[src/rtl/mips_pkg.sv]
// Shared definitions for the MIPS multiply/divide datapath.
// Holds the datapath width, the 2-bit mul/div op codes and the mul/div FSM encoding.
// Small helpers decode the op code into its divide / signed attributes.
package mips_pkg;

  localparam int WIDTH = 32;

  localparam logic [1:0] OP_MULT  = 2'd0;
  localparam logic [1:0] OP_MULTU = 2'd1;
  localparam logic [1:0] OP_DIV   = 2'd2;
  localparam logic [1:0] OP_DIVU  = 2'd3;

  typedef enum logic [1:0] {
    ST_IDLE  = 2'd0,
    ST_SETUP = 2'd1,
    ST_ITER  = 2'd2,
    ST_FIX   = 2'd3
  } md_state_t;

  function automatic logic op_is_div(input logic [1:0] op);
    return (op == OP_DIV) || (op == OP_DIVU);
  endfunction

  function automatic logic op_is_signed(input logic [1:0] op);
    return (op == OP_MULT) || (op == OP_DIV);
  endfunction

endpackage

[src/rtl/twos_negate.sv]
// Conditional two's-complement negate: dout = neg ? -din : din.
// Purely combinational, zero latency.
// No flow control; output follows the inputs.
module twos_negate #(
  parameter int WIDTH = 32
) (
  input  logic             neg,
  input  logic [WIDTH-1:0] din,
  output logic [WIDTH-1:0] dout
);

  assign dout = neg ? (~din + WIDTH'(1)) : din;

endmodule

[src/rtl/mult_div_unit.sv]
// Iterative MULT/MULTU/DIV/DIVU unit owning the HI/LO register pair.
// Fixed latency: start accepted at edge n commits HI/LO (and pulses done) at edge n+34.
// start is only accepted while idle; requests and MTHI/MTLO while busy are dropped.
module mult_div_unit #(
  parameter int WIDTH = mips_pkg::WIDTH
) (
  input  logic             clk,
  input  logic             rst,
  input  logic             start,
  input  logic [1:0]       op,
  input  logic [WIDTH-1:0] a,
  input  logic [WIDTH-1:0] b,
  input  logic             wr_hi,
  input  logic             wr_lo,
  input  logic [WIDTH-1:0] wr_data,
  output logic             busy,
  output logic             done,
  output logic             div_by_zero,
  output logic [WIDTH-1:0] hi,
  output logic [WIDTH-1:0] lo
);
  import mips_pkg::*;

  localparam int CNT_W = $clog2(WIDTH);
  localparam logic [CNT_W-1:0] CNT_LAST = CNT_W'(WIDTH - 1);

  md_state_t          state;
  logic [1:0]         op_r;
  logic [WIDTH-1:0]   a_r;
  logic [WIDTH-1:0]   b_r;
  // x_r shifts: multiplier (right) for multiply, dividend (left) for divide.
  // y_r is fixed: multiplicand for multiply, divisor for divide.
  logic [WIDTH-1:0]   x_r;
  logic [WIDTH-1:0]   y_r;
  // Multiply: running product. Divide: {partial remainder, quotient}.
  logic [2*WIDTH-1:0] acc;
  logic [CNT_W-1:0]   cnt;
  logic               res_sign;
  logic               dvd_sign;

  logic               is_div;
  logic               is_signed;
  logic               b_zero;
  logic [WIDTH-1:0]   mag_a;
  logic [WIDTH-1:0]   mag_b;
  logic [2*WIDTH-1:0] prod_fix;
  logic [WIDTH-1:0]   quo_fix;
  logic [WIDTH-1:0]   rem_fix;

  logic [WIDTH:0]     mul_sum;
  logic [WIDTH:0]     div_shift;
  logic               div_ge;
  logic [WIDTH-1:0]   div_sub;
  logic [WIDTH-1:0]   div_rem_next;

  assign is_div    = op_is_div(op_r);
  assign is_signed = op_is_signed(op_r);
  assign b_zero    = (b_r == '0);

  // Operand magnitudes; unsigned ops pass straight through.
  twos_negate #(.WIDTH(WIDTH)) u_neg_a (
    .neg  (is_signed & a_r[WIDTH-1]),
    .din  (a_r),
    .dout (mag_a)
  );

  twos_negate #(.WIDTH(WIDTH)) u_neg_b (
    .neg  (is_signed & b_r[WIDTH-1]),
    .din  (b_r),
    .dout (mag_b)
  );

  // Result fix-ups: full product, quotient (result sign), remainder (dividend sign).
  twos_negate #(.WIDTH(2*WIDTH)) u_neg_prod (
    .neg  (res_sign),
    .din  (acc),
    .dout (prod_fix)
  );

  twos_negate #(.WIDTH(WIDTH)) u_neg_quo (
    .neg  (res_sign),
    .din  (acc[WIDTH-1:0]),
    .dout (quo_fix)
  );

  twos_negate #(.WIDTH(WIDTH)) u_neg_rem (
    .neg  (dvd_sign),
    .din  (acc[2*WIDTH-1:WIDTH]),
    .dout (rem_fix)
  );

  // One step of shift-add multiply and restoring divide.
  always_comb begin
    mul_sum      = {1'b0, acc[2*WIDTH-1:WIDTH]} + {1'b0, (x_r[0] ? y_r : '0)};
    div_shift    = {acc[2*WIDTH-1:WIDTH], x_r[WIDTH-1]};
    div_ge       = (div_shift >= {1'b0, y_r});
    // The remainder stays below the divisor, so the low WIDTH bits suffice.
    div_sub      = div_shift[WIDTH-1:0] - y_r;
    div_rem_next = div_ge ? div_sub : div_shift[WIDTH-1:0];
  end

  // Operand capture, setup and per-cycle iteration of the datapath.
  always_ff @(posedge clk) begin
    if (rst) begin
      op_r     <= OP_MULT;
      a_r      <= '0;
      b_r      <= '0;
      x_r      <= '0;
      y_r      <= '0;
      acc      <= '0;
      cnt      <= '0;
      res_sign <= 1'b0;
      dvd_sign <= 1'b0;
    end else begin
      case (state)
        ST_IDLE: begin
          if (start) begin
            op_r <= op;
            a_r  <= a;
            b_r  <= b;
          end
        end
        ST_SETUP: begin
          acc      <= '0;
          cnt      <= '0;
          res_sign <= is_signed & (a_r[WIDTH-1] ^ b_r[WIDTH-1]);
          dvd_sign <= is_signed & a_r[WIDTH-1];
          if (is_div) begin
            x_r <= mag_a;
            y_r <= mag_b;
          end else begin
            x_r <= mag_b;
            y_r <= mag_a;
          end
        end
        ST_ITER: begin
          cnt <= cnt + CNT_W'(1);
          if (is_div) begin
            acc <= {div_rem_next, acc[WIDTH-2:0], div_ge};
            x_r <= x_r << 1;
          end else begin
            acc <= {mul_sum, acc[WIDTH-1:1]};
            x_r <= x_r >> 1;
          end
        end
        default: begin
        end
      endcase
    end
  end

  // Control FSM with registered busy/done/div_by_zero and the HI/LO registers.
  always_ff @(posedge clk) begin
    if (rst) begin
      state       <= ST_IDLE;
      busy        <= 1'b0;
      done        <= 1'b0;
      div_by_zero <= 1'b0;
      hi          <= '0;
      lo          <= '0;
    end else begin
      done        <= 1'b0;
      div_by_zero <= 1'b0;
      case (state)
        ST_IDLE: begin
          // MTHI/MTLO land even if start is accepted on the same edge.
          if (wr_hi) hi <= wr_data;
          if (wr_lo) lo <= wr_data;
          if (start) begin
            state <= ST_SETUP;
            busy  <= 1'b1;
          end
        end
        ST_SETUP: begin
          state <= ST_ITER;
        end
        ST_ITER: begin
          if (cnt == CNT_LAST) state <= ST_FIX;
        end
        ST_FIX: begin
          state <= ST_IDLE;
          busy  <= 1'b0;
          done  <= 1'b1;
          if (is_div) begin
            if (b_zero) begin
              hi          <= a_r;
              lo          <= '1;
              div_by_zero <= 1'b1;
            end else begin
              hi <= rem_fix;
              lo <= quo_fix;
            end
          end else begin
            hi <= prod_fix[2*WIDTH-1:WIDTH];
            lo <= prod_fix[WIDTH-1:0];
          end
        end
        default: begin
          state <= ST_IDLE;
        end
      endcase
    end
  end

endmodule

[config.mk]
export PLATFORM = sky130hd
export DESIGN_NAME = mult_div_unit
export DESIGN_NICKNAME = d
export VERILOG_FILES = /design/src/rtl/mips_pkg.sv /design/src/rtl/twos_negate.sv /design/src/rtl/mult_div_unit.sv
export SDC_FILE = /design/constraint.sdc
export NUM_CORES = 1
export LEC_CHECK = 0
export BUFFER_PORTS_ARGS = -buffer_cell sky130_fd_sc_hd__clkbuf_2
export CAP_MARGIN = 20
export CORE_MARGIN = 3
export CORE_UTILIZATION = 40
export DETAILED_ROUTE_END_ITERATION = 8
export PLACE_DENSITY = 0.63
export SLEW_MARGIN = 40
export SYNTH_ARGS = -nofsm -noshare
export SYNTH_HDL_FRONTEND = slang
export SYNTH_SLANG_ARGS = --single-unit
[constraint.sdc]
create_clock -name clk -period 4.5 [get_ports clk]
set_clock_uncertainty 0.05 [all_clocks]
set_input_delay 0.9 -clock clk [delete_from_list [all_inputs] [get_ports clk]]
set_output_delay 0.9 -clock clk [all_outputs]
set_load 0.02 [all_outputs]
==> summary.txt <==
Run status
  – Status: finished, final reports clean

Placed design
  – HPWL after DPL: between 50 and 60 mm
  – Placed Area: about 0.021 sq mm
  – IO buf count: approximately 170
  – GP Congestion: around 1.0
  – Setup WS pre-CTS: between 0.6 and 0.7 ns

Worst hold path
  – Min-delay worst type: flip-flop to flip-flop

Die
  – Die area: approximately 0.051 sq mm
  – Placement Rows: 80
  – Starting Density: approximately 41%
  – Chip height: 226 microns
  – Die Wd: between 200 and 250 microns
  – Core area: between 0.04 and 0.05 sq mm
  – Ports: 170

Logic synthesis
  – Number of enable flip-flop cells after synthesis: 0
  – Prevailing post-synth register cell: dfxtp_1
  – Avg Cell Area, Syn: 7.40 sq um
  – Fraction of the yosys area taken by sequential cells: around 28%
  – Syn_nets: 2801
  – Synthesized instance count: 2622
  – Flops & latches, synth: 270
  – Synthesized area: around 0.019 sq mm
  – Syn. warnings: 0
  – Count of cell types in the netlist: 80
  – Ys async rst share: 0%

Worst setup path
  – Most used cell, CP: mux2i_1
  – CP startpoint kind: flip-flop
  – CP Max Fanout: 7
  – CP bufs+invs: 1
  – Max incr delay on CP: 0.65 ns
  – CP cell instances: inv_1 > ha_1 > nor3b_1 > nand4_1 > or4_1 > or2_2 > o21ai_0 > xor2_1 > mux2i_1 > mux2i_1 > a211oi_1
  – WS Path Type: flip-flop to flip-flop
  – Worst setup EP type: flip-flop
  – CP Data Required Time: ~5.0 ns
  – CP top delay family: simple AND/OR/NAND/NOR gates
  – Critical path data arrival time: around 4.5 ns
  – CP max-delay cell: or4_1

Routing
  – Antenna-violating nets left: 0
  – First-pass DRT Iterations: 8
  – DRC Markers: 0
  – WL/cell: about 23 microns
  – Via count: 20100
  – DRT Wirelength: between 70 and 80 mm
  – DR iter-0 viols: 2496
  – Vias per cell: 6.07

Timing
  – Final setup fails: 0
  – Hold Vio Cnt, Final: 0
  – FMAX: between 0.2 and 0.25 GHz
  – Slew Limit Fails: 0
  – Final worst-path cycle share: about nine tenths
  – RSZ-0062 raised after global routing: no
  – Fin Hold WS: ~0.39 ns
  – Least-Margin Pin Slew: roughly 0.84 ns
  – Rel. slew slack: 43.6%
  – Setup ws final: around 0.5 ns
  – Tmin final: around 4 ns
  – Setup TNS: 0 ns

Global route
  – First-pass GRT wire length: ~110 mm
  – GRT Max-Usage Layer: met2
  – Initial antenna violation count: 3
  – GR Util met2: 42.9%
  – Grt met3 use: under 10%
  – Met1 usage: between 40% and 50%
  – Vias in the first global route: 18500
  – Total grt overflow: 0
  – Total track usage: between 20% and 30%
  – Largest net degree at the start of global routing: between 70 and 80

Clocking
  – CTS Buf Count: 31
  – CTS sink count: 270
  – Clk root buf: clkbuf_16
  – Hold_buf cts: 0
  – Post-CTS Setup Inserts: 0
  – Cts repair resizes: 0
  – Clock Pin Slew Worst Setup and Hold Paths: 0.06 ns
  – Clk_lat worst skew: between 0.5 and 0.6 ns
  – CTS tree: yes
  – CTS max path bufs: 3
  – Htree depth: 1

Power and ir drop
  – Max VDD drop: about 0.00075 V
  – Lkg Pwr: approximately 9 nW
  – Cell Pwr Density: about 590 mW/mm^2

Finish
  – Register area: about 0.0054 sq mm
  – Final net count: 2853
  – Multi-input gate area: 0.0130 sq mm
  – Filler Cell Count: 4798
  – Fraction of final layout cells sized beyond drive strength 1: 12.6%
  – Post-route cell area: roughly 0.022 sq mm
  – Util after Layout: 45.5%
  – Area delta synth->final: 12.3%

Flow run
  – Max-cap violations: 0
-- state kept, by name, indices dropped and copies added (netlist names), 2 cells and up --
| register | cells |
|---|---|
| a_r | 32 |
| acc | 64 |
| b_r | 32 |
| cnt | 5 |
| hi | 32 |
| lo | 32 |
| op_r | 2 |
| state | 2 |
| x_r | 32 |
| y_r | 32 |
-- logic make-up after synthesis --
kind of cell	Yosys count	share of synthesized area (%)
xor gates and xnor gates	190	8.58
adders and majority gates	76	4.98
DFF	270	27.9
buffers and inverters	280	5.48
muxes	97	6.19
and+or+nand+nor	950	22.2
AOI/OAI and AO/OA	759	24.7
-- layer usage --
layer  part of all wire (%)  wire, microns
met2                     43          32500
met3                    9.1           6900
met4                    3.8           2870
met1                     44          33600
met5                      0              0
-- cell usage after synthesis (35+ instances only) --
library cell | number | area [sq um]
a211oi_1 | 37 | 278
a21o_1 | 35 | 263
a21oi_1 | 270 | 1350
and2_1 | 41 | 257
clkbuf_1 | 178 | 668
dfxtp_1 | 270 | 5410
ha_1 | 74 | 926
inv_1 | 71 | 267
mux2i_1 | 66 | 661
nand2_1 | 320 | 1200
nor2_1 | 336 | 1260
nor3_1 | 58 | 290
o211ai_1 | 35 | 263
o21ai_0 | 154 | 771
xnor2_1 | 108 | 946
xor2_1 | 82 | 718
-- worst reg2reg max path, stage by stage (launching register included) --
cell,delay (ns)
dfxtp_1,0.40
inv_1,0.19
ha_1,0.24
nor3b_1,0.48
nand4_1,0.38
or4_1,0.65
or2_2,0.34
o21ai_0,0.23
xor2_1,0.09
mux2i_1,0.47
mux2i_1,0.16
a211oi_1,0.25
-- final cells by class --
class                           count  area share (%)
Antenna cell                        1          0.0115
Clock buffer                       45            4.08
Clock inverter                     12           0.661
Inverter                           74            1.28
Multi-Input combinational cell   2072            59.5
Sequential cell                   270            24.8
Tap cell                          615            3.53
Timing Repair Buffer              225            6.08
-- report_power, final --
part           switching (W)  internal, W
clock network        0.00110      0.00153
registers           0.000495      0.00282
logic                0.00446      0.00233
total                0.00606      0.00669
-- worst paths after layout --
kind | start | to | slack [ns] | depth (start not counted)
worst max-delay path | acc[33] | hi[24] | 0.49 | 11
worst min-delay path | hi[23] | hi[23] | 0.39 | 2
worst max register to register | acc[33] | hi[24] | 0.49 | 11
worst min register to register | hi[23] | hi[23] | 0.39 | 2
-- cell usage in the layout (no fill, tap or decap), types with 17 or more instances in the layout --
| cell | synthesis | routed |
|---|---|---|
| o221ai_1 | 30 | 30 |
| buf_4 | 0 | 52 |
| nor3_1 | 58 | 58 |
| nand2b_1 | 21 | 21 |
| nand4_1 | 25 | 25 |
| o21ai_0 | 154 | 154 |
| a21oi_1 | 270 | 269 |
| nand2_1 | 320 | 319 |
| xor2_1 | 82 | 82 |
| inv_1 | 71 | 70 |
| mux4_2 | 17 | 17 |
| o211ai_1 | 35 | 35 |
| or3_1 | 25 | 25 |
| and2_1 | 41 | 40 |
| nor2_1 | 336 | 333 |
| nand3_1 | 21 | 21 |
| clkbuf_16 | 0 | 31 |
| clkbuf_2 | 1 | 168 |
| mux2i_1 | 66 | 66 |
| o21a_1 | 23 | 23 |
| or4_1 | 20 | 20 |
| a21o_1 | 35 | 35 |
| a211oi_1 | 37 | 37 |
| a31oi_1 | 20 | 20 |
| ha_1 | 74 | 73 |
| dfxtp_1 | 270 | 266 |
| o31ai_1 | 28 | 28 |
| xnor2_1 | 108 | 108 |
-- through the flow --
step / instances / total power (W)
final: 3314 / 0.0127
after global placement: 3254 / 0.00991
after floorplan: 2622 / 0.00771
after global routing: 3313 / 0.0135
after CTS: 3313 / 0.0127
after detailed placement: 3256 / 0.0100
No activity file was read; power rests on OpenSTA's default activity.
